<file path="config.mk">
export PLATFORM = sky130hd
export DESIGN_NAME = regfile_wb_arbiter
export DESIGN_NICKNAME = d
export VERILOG_FILES = /design/src/rtl/regfile_wb_arbiter.sv
export SDC_FILE = /design/constraint.sdc
export NUM_CORES = 1
export LEC_CHECK = 0
export ABC_AREA = 1
export CORE_MARGIN = 2
export CORE_UTILIZATION = 40
export DETAILED_ROUTE_END_ITERATION = 6
export GPL_TIMING_DRIVEN = 0
export PLACE_DENSITY = 0.69
export SLEW_MARGIN = 20
export SYNTH_ARGS = -nofsm -noshare
export SYNTH_HDL_FRONTEND = slang
export SYNTH_SLANG_ARGS = --single-unit
export TNS_END_PERCENT = 20
</file>
<file path="constraint.sdc">
create_clock -name clk -period 3.24 [get_ports clk]
set_clock_uncertainty 0.15 [all_clocks]
set_input_delay 0.648 -clock clk [delete_from_list [all_inputs] [get_ports clk]]
set_output_delay 0.648 -clock clk [all_outputs]
set_load 0.01 [all_outputs]
</file>
<file path="src/rtl/regfile_wb_arbiter.sv">
// Register-file write-port arbiter: pipeline writeback has priority, and multi-cycle
// results queue in a small FIFO that drains into idle write slots, with WAW kill on conflict.
module regfile_wb_arbiter #(
    parameter int ADDRESS_WIDTH = 5,
    parameter int DATA_WIDTH    = 32,
    parameter int DEPTH         = 4
) (
    input  logic                          clk,
    input  logic                          rst,
    input  logic                          p_we,
    input  logic [ADDRESS_WIDTH-1:0]      p_ad,
    input  logic [DATA_WIDTH-1:0]         p_wd,
    input  logic                          s_valid,
    output logic                          s_ready,
    input  logic [ADDRESS_WIDTH-1:0]      s_ad,
    input  logic [DATA_WIDTH-1:0]         s_wd,
    output logic                          WE3,
    output logic [ADDRESS_WIDTH-1:0]      AD3,
    output logic [DATA_WIDTH-1:0]         WD3,
    output logic [2**ADDRESS_WIDTH-1:0]   pending,
    output logic [$clog2(DEPTH):0]        count
);

    localparam int PW   = $clog2(DEPTH);
    localparam int CW   = PW + 1;
    localparam int NREG = 2**ADDRESS_WIDTH;
    localparam logic [CW-1:0] FULL = CW'(DEPTH);

    logic                     live_q [DEPTH];
    logic [ADDRESS_WIDTH-1:0] ad_q   [DEPTH];
    logic [DATA_WIDTH-1:0]    wd_q   [DEPTH];
    logic [PW-1:0]            wptr;
    logic [PW-1:0]            rptr;
    logic [CW-1:0]            cnt;

    logic prim_live;
    logic empty;
    logic head_live;
    logic pop;
    logic pop_wr;
    logic accept;
    logic enq;
    logic [NREG-1:0] pend;

    // A slot holds a queued entry when its distance from the read pointer is below the occupancy.
    function automatic logic occupied(input logic [PW-1:0] slot,
                                      input logic [PW-1:0] rd,
                                      input logic [CW-1:0] n);
        logic [PW-1:0] off;
        off = slot - rd;
        return ({1'b0, off} < n);
    endfunction

    assign prim_live = p_we && (p_ad != '0);
    assign empty     = (cnt == '0);
    assign head_live = !empty && live_q[rptr];
    // Killed heads leave in any cycle; live heads only when the pipeline is not writing.
    assign pop       = !empty && (!live_q[rptr] || !prim_live);
    assign pop_wr    = head_live && !prim_live;
    assign s_ready   = !rst && (cnt < FULL);
    assign accept    = s_valid && s_ready;
    // Register 0 results and results already overwritten by this cycle's primary are dropped.
    assign enq       = accept && (s_ad != '0) && !(prim_live && (s_ad == p_ad));

    always_ff @(posedge clk) begin
        if (rst) begin
            wptr <= '0;
            rptr <= '0;
            cnt  <= '0;
        end else begin
            if (enq) wptr <= wptr + 1'b1;
            if (pop) rptr <= rptr + 1'b1;
            case ({enq, pop})
                2'b10:   cnt <= cnt + 1'b1;
                2'b01:   cnt <= cnt - 1'b1;
                default: cnt <= cnt;
            endcase
        end
    end

    // Older queued results to the register the pipeline is writing now must never land.
    always_ff @(posedge clk) begin
        if (rst) begin
            for (int i = 0; i < DEPTH; i++) live_q[i] <= 1'b0;
        end else begin
            for (int i = 0; i < DEPTH; i++) begin
                if (prim_live && (ad_q[i] == p_ad)) live_q[i] <= 1'b0;
            end
            if (enq) live_q[wptr] <= 1'b1;
        end
    end

    always_ff @(posedge clk) begin
        if (enq) begin
            ad_q[wptr] <= s_ad;
            wd_q[wptr] <= s_wd;
        end
    end

    // Output register stage: primary, then live FIFO head, else idle with address/data held.
    always_ff @(posedge clk) begin
        if (rst) begin
            WE3 <= 1'b0;
            AD3 <= '0;
            WD3 <= '0;
        end else if (prim_live) begin
            WE3 <= 1'b1;
            AD3 <= p_ad;
            WD3 <= p_wd;
        end else if (pop_wr) begin
            WE3 <= 1'b1;
            AD3 <= ad_q[rptr];
            WD3 <= wd_q[rptr];
        end else begin
            WE3 <= 1'b0;
        end
    end

    always_comb begin
        pend = '0;
        for (int i = 0; i < DEPTH; i++) begin
            if (live_q[i] && occupied(PW'(i), rptr, cnt)) pend[ad_q[i]] = 1'b1;
        end
        pend[0] = 1'b0;
    end

    assign pending = pend;
    assign count   = cnt;

endmodule

</file>
==> results of run 1 <==
## worst max-delay path, stage by stage, from the launching register on
cell and delay (ps):
dfxtp_4 380, xor2_4 190, ha_1 270, nand3_1 130, nand3_4 180, nor2_4 270, nand3_1 110, nand4_1 140
clkdlybuf4s15_1 250
## synthesized netlist by cell type (2+ instances only)
cell type	count	share of area, %
o211ai_1	2	0.16
a22oi_1	4	0.31
nor3_2	4	0.42
xor2_1	12	1.1
buf_4	5	0.39
o21ai_0	82	4.3
nand3_2	4	0.42
o22ai_1	32	2.1
dfxtp_1	51	11
nand3_1	46	2.4
buf_2	20	1.0
nor2_1	180	7.0
ha_1	9	1.2
clkbuf_1	25	0.98
buf_6	10	1.2
nand2_1	253	9.9
xnor2_1	13	1.2
edfxtp_1	148	46
inv_2	6	0.23
o21ai_1	29	1.5
nor3_1	29	1.5
a21oi_1	25	1.3
inv_1	55	2.1
nand4_1	26	1.7
## power breakdown
part | internal (mW) | switching (mW)
Combinational | 0.947 | 1.47
Clock | 1.22 | 0.936
Sequential | 2.99 | 0.149
## metal layers
metal | up-vias | GRT usage [%]
li1 | 3996 | -
met5 | - | 0
met3 | 63 | 4.01
met1 | 3925 | 29.5
met4 | 2 | 8.31
met2 | 377 | 39.4
## path summary, 6_finish.rpt
kind | from | to | slack, ps | depth (start not counted)
hold reg to reg | AD3[1] | AD3[1] | 330 | 2
setup / recovery | rptr[0] | pending[2] | 100 | 8
hold / removal | AD3[1] | AD3[1] | 330 | 2
setup reg to reg | register | count[2] | 810 | 11
## timing repair
| action | 4_1_cts | 5_1_grt |
|---|---|---|
| hold endpoints to repair | 0 | 0 |
| setup endpoints to repair | 31 | 31 |
| cloned | 0 | 0 |
| pin swaps | 4 | 7 |
| resized for setup | 63 | 30 |
| setup buffers | 5 | 4 |
## final cells by class
class	count	area, sq um	area share, %
clock buffers	18	429	3.45
clock inverters	14	174	1.40
flip-flops and latches	199	5470	44.0
repair buffers	157	1610	13.0
well taps	319	399	3.21
diodes	1	2.50	0.0201
multi-input cells	755	3750	30.2
inverters	62	235	1.89
plain buffers	61	355	2.86
## per-stage QoR
| stage | instances | area (sq um) | setup TNS, ps |
|---|---|---|---|
| finish | 1586 | 12400 | 0 |
| global route | 1586 | 12400 | -55.6 |
| floorplan | 1077 | 9610 | 0 |
| global placement | 1540 | 11400 | -109620 |
| detailed placement | 1544 | 11500 | -2180 |
| CTS | 1581 | 12300 | -184 |
## cells by family after synthesis
kind of cell               count (synthesis)  synth area share [%]
AOI/OAI and AO/OA                        175                  9.76
xor gates and xnor gates                  25                  2.28
adders and majority gates                 10                  1.38
buffers and inverters                    123                  6.08
DFF                                      199                  56.9
other                                      1                0.0391
and+or+nand+nor                          544                  23.5
## sequential cells by signal, indices dropped and copies added, names as in the netlist, 2 cells and up, named ones only
| register | count |
|---|---|
| ad_q | 20 |
| live_q | 4 |
| rptr | 2 |
| WD3 | 32 |
| count | 3 |
| wd_q | 128 |
| wptr | 2 |
| AD3 | 5 |
==> results.ini, run 1 <==
[floorplanning]
fp-row-count=56
start_util_pct=40.8
core-area_sq_um=23500
io_pins=152
die_height_microns=159
dieArea_sq_um=25300
die_x_microns=159

[run_status]
status=finished, violations left
violations=design-rule violations

[routing]
routed_wl_microns=29300
routed_via_density=5.27
wl_met3_microns=2230
dr_wl_met2_microns=14200
vias=8363
wl_met1_microns=12100
top_layer_used=met5
wire_per_inst_microns=18.5
first_pass_iters=7
drcViolationCount=1
antenna_left=0
drtIter0Drc=809

[layout]
final_cell_mix=nand2_1, nor2_1, edfxtp_1, clkdlybuf4s50_1, o21ai_0
layout-drive-gt1-share_pct=10.2
final_common_cell=nand2_1
fillCellCount=2229
nNetsFinal=1341
area.growth.synth_to_final_pct=29.4
final_util_pct=52.8

[timing]
layout_setup_ws_ps=103
worst_pin_slew_ps=706
relSlewSlack_pct=52.7
max_freq_mhz=319
whs_ps=333
report.final.slew_viol_count=0
final-setup-viol-count=0
rsz0062_at_grt=yes
post-route-period-util_pct=96.8
finalHoldViolCount=0
fin_crit_ps=3140

[worst_setup_path]
crit_type=register to output port
cp-end-kind=output port
cp.required_ps=2440
path_max_fanout=8
cp.arrival_ps=2340
start_kind=register

[power]
p_total_mw=7.71
p_leak_nw=4.82
irDropWorstVdd_uv=480
power_per_cell_area_nw_per_um2=621

[synth]
ys_seq_elements=199
synth_edf_count=148
synth_cell_types=31
synth-seq-area-share_pct=56.9
avgSynthCellArea_sq_um=8.92
synth-main-ff-cell=edfxtp_1
syn_nets=1165
synth_cells=1077
postSynth.asyncResetShare_pct=0
yosysWarnings=0
syn-cell-area_sq_um=9600

[flow_run]
max_cap_viol_count=0

[global_routing]
grt_antenna_before_repair=2
grt_pass1_wl_microns=45400
grt_pass1_vias=8226
grt_max_degree=30
grtUsageTotal_pct=23.0
grt_overflow=0

[cts]
cts_max_level=4
clkLatencyLatePin_ps=440
cts-root-buf=clkbuf_16
cts_tree=done
clock_sinks=199
cts.clk_slew.worst_paths_ps=70
numCtsBuffers=17
cts_buffer_depth=2
postCtsHoldBufs=0

[placed_design]
place.gp.congestion=0.925
port_buffers=144
place_ws_ps=-148
hpwl_microns=20400

[worst_hold_path]
hold_path.class=register to register

No activity file was read; power rests on OpenSTA's default activity.
==> run 2: changes to the inputs <==
--- a/config.mk
+++ b/config.mk
@@ -11,6 +11,7 @@
 export DETAILED_ROUTE_END_ITERATION = 6
 export GPL_TIMING_DRIVEN = 0
 export PLACE_DENSITY = 0.69
+export REMOVE_ABC_BUFFERS = 1
 export SLEW_MARGIN = 20
 export SYNTH_ARGS = -nofsm -noshare
 export SYNTH_HDL_FRONTEND = slang
==> run 2 against run 1 <==
- the run ends with negative setup slack left
- register-to-register slack got worse by 900 ps
- routed wire length fell by 6.4%
- die area did not move
- non-clock buffer count fell by 22
- total power rose by 3.0%
- utilization rose by 0.096 points
- sequential share of layout area fell by 0.059 points
- via count fell by 1.9%
- cell area rose by 0.18%
==> results.ini, run 2 (synthesized netlist as in run 1, its figures left out) <==
[layout]
nNetsFinal=1319
diodes=0
final_cell_mix=nand2_1, nor2_1, edfxtp_1, clkdlybuf4s50_1, o21ai_0
final_util_pct=52.9
design_area_sq_um=12500
area.growth.synth_to_final_pct=29.7
layout-drive-gt1-share_pct=11.7
fillCellCount=2114
reg_top3=wd_q: 128 flops, WD3: 32 flops, ad_q: 20 flops
final_common_cell=nand2_1
largest-register=wd_q
largest_reg_flops=128

[placed_design]
port_buffers=150
placed_area_sq_um=11300
place_ws_ps=-1390
hpwl_microns=17200
place.gp.congestion=0.957

[worst_setup_path]
crit_type=register to register
slowest_delay_ps=360
cp-end-kind=register
cpMostUsedCell=buf_4
cp.arrival_ps=3540
start_kind=register
crit_slowest_cell=dfxtp_4
path_max_fanout=2
cp.required_ps=3450

[timing]
final-setup-viol-count=9
post-route-period-util_pct=103
max_freq_mhz=301
finalHoldViolCount=0
fin_crit_ps=3330
relSlewSlack_pct=35.0
worst_pin_slew_ps=972
rsz0062_at_grt=yes
layout_setup_ws_ps=-86.0
whs_ps=333
report.final.slew_viol_count=0

[global_routing]
grtUsageTotal_pct=21.6
grt_pass1_wl_microns=43400
grt_pass1_vias=8218
grt_overflow=0
grt_antenna_before_repair=3
grt_max_degree=73

[routing]
routed_via_density=5.25
antenna_left=0
drcViolationCount=0
routed_wl_microns=27400
vias=8207
drtIter0Drc=520
wire_per_inst_microns=17.6
first_pass_iters=5

[flow_run]
max_cap_viol_count=0

[floorplanning]
die_x_microns=159
start_util_pct=40.8
fp-row-count=56
dieArea_sq_um=25300
die_height_microns=159
core-area_sq_um=23500
io_pins=152

[cts]
cts_tree=done
cts.clk_slew.worst_paths_ps=70
clkLatencyLatePin_ps=430
clock_sinks=199
cts_max_level=4
cts-root-buf=clkbuf_16
numCtsBuffers=17
cts_buffer_depth=2

[power]
p_leak_nw=4.90
power_per_cell_area_nw_per_um2=638
irDropWorstVdd_uv=372

[run_status]
status=finished, violations left
violations=negative setup slack

[worst_hold_path]
hold_path.class=register to register

## run 2: worst max-delay path: cells and delay by family (launching register included)
family,cells,cell delay (ps)
buf+inv,21,2330
simple gates,3,220
xor+xnor,1,190
flops,1,360
## run 2: cell type report
cell class              count  area [sq um]  area share [%]
clock buffers              20           437            3.51
clock inverters            12           201            1.62
inverters                  62           264            2.12
multi-input cells         755          3750            30.2
flip-flops and latches    199          5480            44.0
well taps                 319           399            3.21
repair buffers            196          1920            15.4
## run 2: per-layer routing
metal  wire length [microns]  global-route usage (%)  vias up
li1                        -                       -     3954
met1                   11600                    27.3     3894
met2                   13200                    36.1      306
met3                    2030                    5.65       51
met4                     613                    7.40        2
met5                      16                       0        -
## run 2: final timing paths
check          start  endpoint  slack, ps  cells past startpoint
max          rptr[0]   rptr[1]        -90                     25
min reg2reg   AD3[1]    AD3[1]        330                      2
min           AD3[1]    AD3[1]        330                      2
max reg2reg  rptr[0]   rptr[1]        -90                     25
## run 2: repair_timing
action / in CTS / in global routing
hold buffers: 0 / 0
endpoints found under the setup margin: 223 / 91
pin swaps: 9 / 5
setup buffers: 34 / 6
gates resized for setup: 94 / 49
## run 2: stage by stage
stage	instances	setup TNS, ps	total power, mW
2_1_floorplan	1016	-31120	4.37
3_3_place_gp	1485	-424760	5.22
3_5_place_dp	1491	-193910	5.31
4_1_cts	1557	-2020	7.93
5_1_grt	1563	-1890	8.37
6_report	1563	-436	7.94
## run 2: report_power, final
group	leakage, nW	total [mW]	switching (mW)	internal [mW]
Clock	0.305	2.27	0.894	1.37
Sequential	1.77	3.21	0.215	2.99
Combinational	2.83	2.47	1.37	1.10
==> run 3: changes to the inputs <==
--- a/config.mk
+++ b/config.mk
@@ -10,8 +10,10 @@
 export CORE_UTILIZATION = 40
 export DETAILED_ROUTE_END_ITERATION = 6
 export GPL_TIMING_DRIVEN = 0
+export MAX_ROUTING_LAYER = met4
 export PLACE_DENSITY = 0.69
 export REMOVE_ABC_BUFFERS = 1
+export SETUP_SLACK_MARGIN = 0.2
 export SLEW_MARGIN = 20
 export SYNTH_ARGS = -nofsm -noshare
 export SYNTH_HDL_FRONTEND = slang
==> run 3 against run 2 <==
- the run now ends clean
- die area stayed put
- final cell count hardly changed
- via count is 0.39% lower
- register-to-register slack better by 150 ps
- clock power is 8% lower
- total power is 3.4% lower
- count of clock-buffer cells in the layout is 3 lower
- largest cell class unchanged
==> results.ini, run 3 (synthesized netlist as in run 1, its figures left out) <==
[layout]
largest_reg_flops=128
largest-register=wd_q
layout-drive-gt1-share_pct=12.3
fillCellCount=2202
area.growth.synth_to_final_pct=28.5
final_cell_mix=nand2_1, nor2_1, edfxtp_1, clkdlybuf4s50_1, o21ai_0
reg_top3=wd_q: 128 flops, WD3: 32 flops, ad_q: 20 flops
nNetsFinal=1314
final_common_cell=nand2_1

[global_routing]
grt_pass1_vias=8001
grt_pass1_wl_microns=42700
grt_overflow=0
grt_antenna_before_repair=4
grtUsageTotal_pct=22.1
grt_max_degree=73

[floorplanning]
start_util_pct=40.8
fp-row-count=56
dieArea_sq_um=25300
core-area_sq_um=23500
die_x_microns=159
io_pins=152
die_height_microns=159

[routing]
first_pass_iters=5
routed_wl_microns=27200
vias=8175
wire_per_inst_microns=17.4
drtIter0Drc=575
drcViolationCount=0
antenna_left=0
routed_via_density=5.23

[worst_setup_path]
startpoint=rptr[1]
cp.required_ps=3450
start_kind=register
cp.arrival_ps=3390
r2r_start=rptr[1]
path_max_fanout=2
cp-end-kind=register
crit_type=register to register

[flow_run]
max_cap_viol_count=0

[power]
irDropWorstVdd_uv=483
power_per_cell_area_nw_per_um2=622
p_leak_nw=4.78

[timing]
whs_ps=321
worst_pin_slew_ps=819
report.final.slew_viol_count=0
relSlewSlack_pct=45.3
layout_setup_ws_ps=67.5
final-setup-viol-count=0
fin_crit_ps=3170
rsz0062_at_grt=yes
finalHoldViolCount=0
max_freq_mhz=315
post-route-period-util_pct=97.9

[placed_design]
place_ws_ps=-1380
hpwl_microns=17500
place.gp.congestion=0.920
port_buffers=150

[run_status]
status=completed

[cts]
numCtsBuffers=17
clkLatencyLatePin_ps=440
cts_tree=done
cts-root-buf=clkbuf_16
cts_max_level=4
cts_buffer_depth=2
clock_sinks=199
postCtsHoldBufs=0
cts.clk_slew.worst_paths_ps=80

[worst_hold_path]
min-delay-start=AD3[1]
hold_path.class=register to register

==> run 3: final timing paths <==
| check | end | slack (ps) | cells past startpoint |
|---|---|---|---|
| worst min-delay path | AD3[1] | 320 | 2 |
| worst min register to register | AD3[1] | 320 | 2 |
| worst max-delay path | register | 70 | 22 |
| worst max register to register | register | 70 | 22 |
==> run 3: cell type report <==
class	count	area [sq um]	share of cell area, %
inverters	62	267	2.16
clock buffers	17	425	3.45
well taps	319	399	3.23
multi-input cells	755	3760	30.5
clock inverters	15	161	1.31
repair buffers	191	1840	14.9
diodes	4	10.0	0.0811
flip-flops and latches	199	5480	44.4
==> run 3: through the flow <==
stage          instances  power (mW)  util (%)  TNS, ps  area [sq um]
2_1_floorplan       1016        4.37         -   -31120          9250
3_3_place_gp        1485        5.21      47.4  -425660         11200
3_5_place_dp        1491        5.30      48.0  -197830         11300
4_1_cts             1558        7.64      52.2        0         12300
5_1_grt             1562        8.09      52.4     -180         12300
6_report            1562        7.68      52.4        0         12300
==> run 3: critical path, cell delays in order, from the launching register on <==
cell     delay [ps]
dfxtp_4         370
xor2_4          200
inv_2            70
buf_4           130
buf_4           120
buf_4           120
buf_4           120
buf_4           120
buf_4           120
buf_4           120
buf_4           120
buf_4           130
buf_4           120
buf_4           120
buf_4           120
buf_4           120
buf_4           120
buf_4           120
buf_4           120
buf_4           120
nand2_1          50
nand2_1          50
nor2_2          160
==> run 3: layer usage <==
layer,routed length [microns],global-route usage (%),part of all wire [%]
met4,490,7.15,1.8
met1,11200,26.5,41
met5,0,-,0
met3,2280,6.17,8.4
met2,13200,36.1,48
==> run 3: where the power goes <==
group | switching [mW] | internal, mW | leakage, nW
sequential | 0.209 | 3.00 | 1.77
clock | 0.983 | 1.09 | 0.283
combinational | 1.36 | 1.04 | 2.73
==> run 3: timing repair <==
action                                  4_1_cts  5_1_grt
pin swaps                                    14       19
setup buffers                                35        0
gates resized for setup                     143       44
endpoints found under the setup margin      226      161
==> RTL change, RTL diff (config.mk and constraints of run 1) <==
Register the output `count` once more, with the module's reset; this adds one clock of latency there. The other outputs are not delayed to match.
--- a/src/rtl/regfile_wb_arbiter.sv
+++ b/src/rtl/regfile_wb_arbiter.sv
@@ -125,7 +125,13 @@
     end
 
     assign pending = pend;
-    assign count   = cnt;
+    always_ff @(posedge clk) begin
+        if (rst) begin
+            count <= '0;
+        end else begin
+            count <= cnt;
+        end
+    end
 
 endmodule
 
Check against the original RTL: not equivalent (a bounded check fails within 4 cycles, from zero or initial values and one cycle with rst high).
==> RTL change against run 1 <==
- clock power is 6% higher
- utilization is 0.77 points higher
- design area is 1.2% higher
- the run ends with negative setup slack left
- total power is 2.2% higher
- setup slack worse by 0.26 ns
- routed wire length is 2.8% lower
- synthesized cell count hardly changed
- global-route usage is 0.82 points lower
- sequential power is 2% higher
- sequential share of layout area hardly changed
- maximum frequency is 7.7% lower
- sequential cell count is 3 higher
- area after synthesis is 0.23% lower
- die area is 0.23% lower
==> RTL change: results <==
{
  "r2r_cells": 13,
  "setup_ws_ns": -0.157,
  "violations": "negative setup slack",
  "synth_commonest_cells": "nand2_1 (270), nor2_1 (188), edfxtp_1 (148)",
  "num_vias": 8454,
  "grt_max_degree": 27,
  "fin_cells": 1610,
  "syn_nets": 1166,
  "cp_max_fo": 5,
  "slowest_delay_ns": 0.56,
  "r2r_end": "cnt[2]$_SDFFE_PP0P_",
  "clock_path_buffers": 3,
  "hp-start": "WD3[19]$_SDFFE_PP0P_",
  "synth.yosys.seq_area_share_pct": 57.7,
  "slowest_stage": "clkdlybuf4s50_1",
  "synth_xor_area_share_pct": 2.29,
  "final_layout_size_suffix_gt1_share_pct": 10.7,
  "synth.area.top_cells": "edfxtp_1 (46%), dfxtp_1 (11%), nand2_1 (11%)",
  "totalWireLength_um": 28500,
  "finalNetCount": 1364,
  "worst_slew_pin_slew_ns": 0.640,
  "syn_inst": 1078,
  "synthAdderAreaFrac_pct": 1.38,
  "status": "complete, but fails checks",
  "finalHoldWorstSlack_ns": 0.359,
  "grt_util_all_layers_pct": 22.2,
  "ys_types": 30,
  "worstHoldPathCells": 2,
  "synth_compound_area_share_pct": 9.23,
  "grt_pass1_wl_um": 44800,
  "nFillCells": 2134,
  "arrival_ns": 2.60,
  "ir_worst_vdd_mv": 0.397,
  "dp_hpwl_um": 19600,
  "first_global_vias": 8097,
  "min_to": "WD3[19]$_SDFFE_PP0P_",
  "p_leak_nw": 4.91,
  "clkLatencyLatePin_ns": 0.48,
  "dp.cells": 1546,
  "setup_viol": 3,
  "drt-pass1-iter-count": 5,
  "rrSetupSlack_ns": 0.68
}
[RTL change: cell types whose count changed after synthesis, sizes merged]
cell,before,now
nand3,50,31
nand2,255,271
buf,35,24
a21oi,25,16
nor2,180,188
clkbuf,26,33
nand4,26,33
dfxtp,51,54
a22oi,4,2
a31oi,0,1
inv,62,61
o21ai,111,112
[RTL change: stage by stage]
stage	setup slack, ns	area (um^2)	TNS (ns)
final	-0.157	12600	-0.329
after CTS	-0.219	12400	-1.32
after floorplan	0.233	9580	0
after global routing	-0.279	12600	-0.942
after global placement	-1.02	11400	-123.04
after detailed placement	-0.221	11600	-4.81
[RTL change: report_power, final]
group / leakage (nW) / switching, mW / internal (mW)
combinational: 2.80 / 1.46 / 0.947
sequential: 1.79 / 0.153 / 3.04
clock: 0.319 / 0.924 / 1.36
[RTL change: area by class of cell]
cell class | count | area share [%]
diodes | 1 | 0.0199
plain buffers | 57 | 2.44
clock buffers | 31 | 4.81
clock inverters | 5 | 0.378
inverters | 61 | 1.86
multi-input cells | 758 | 29.7
flip-flops and latches | 202 | 44.0
well taps | 319 | 3.17
repair buffers | 176 | 13.7
[RTL change: worst max-delay path by stage]
stage          slack, ns                 start                   end
6_report           -0.16  rptr[0]$_SDFFE_PP0P_           pending[24]
5_1_grt            -0.28  ad_q[3][4]$_DFFE_PP_           pending[24]
4_1_cts            -0.22   cnt[1]$_SDFFE_PP0P_           pending[24]
3_5_place_dp       -0.22   cnt[1]$_SDFFE_PP0P_            pending[8]
3_3_place_gp       -1.02               s_ad[3]  wd_q[0][4]$_DFFE_PP_
2_1_floorplan       0.23               p_ad[2]  ad_q[0][0]$_DFFE_PP_
[RTL change: what timing repair did]
item                       in CTS  in global routing
gates resized for setup        84                 38
hold endpoints to repair        0                  0
hold buffers                    0                  0
setup buffers                  14                 13
pin swaps                      11                 16
setup endpoints to repair      31                 31
[RTL change: worst max-delay path, delay by kind of cell, from the launching register on]
| kind | cells | cell delay (ns) |
|---|---|---|
| buffers and inverters | 2 | 0.64 |
| xor gates and xnor gates | 1 | 0.17 |
| DFF | 1 | 0.38 |
| adders and majority gates | 1 | 0.29 |
| and+or+nand+nor | 5 | 0.62 |
[RTL change: kinds of logic (layout without fill, tap and decap cells)]
| family | Yosys count | after routing |
|---|---|---|
| other cells | 1 | 2 |
| simple gates | 556 | 556 |
| flops | 202 | 202 |
| fa+ha+maj | 10 | 10 |
| xor+xnor | 25 | 25 |
| buf+inv | 118 | 330 |
| compound gates | 166 | 166 |
[RTL change: routing by layer]
layer | routed length, um | vias up | track usage, % | share of wire, %
li1 | - | 4043 | - | -
met1 | 12000 | 3971 | 28.6 | 42
met2 | 13600 | 364 | 37.5 | 48
met4 | 988 | 2 | 8.92 | 3.5
met3 | 1870 | 74 | 3.40 | 6.6
met5 | 12 | - | 0 | 0.042
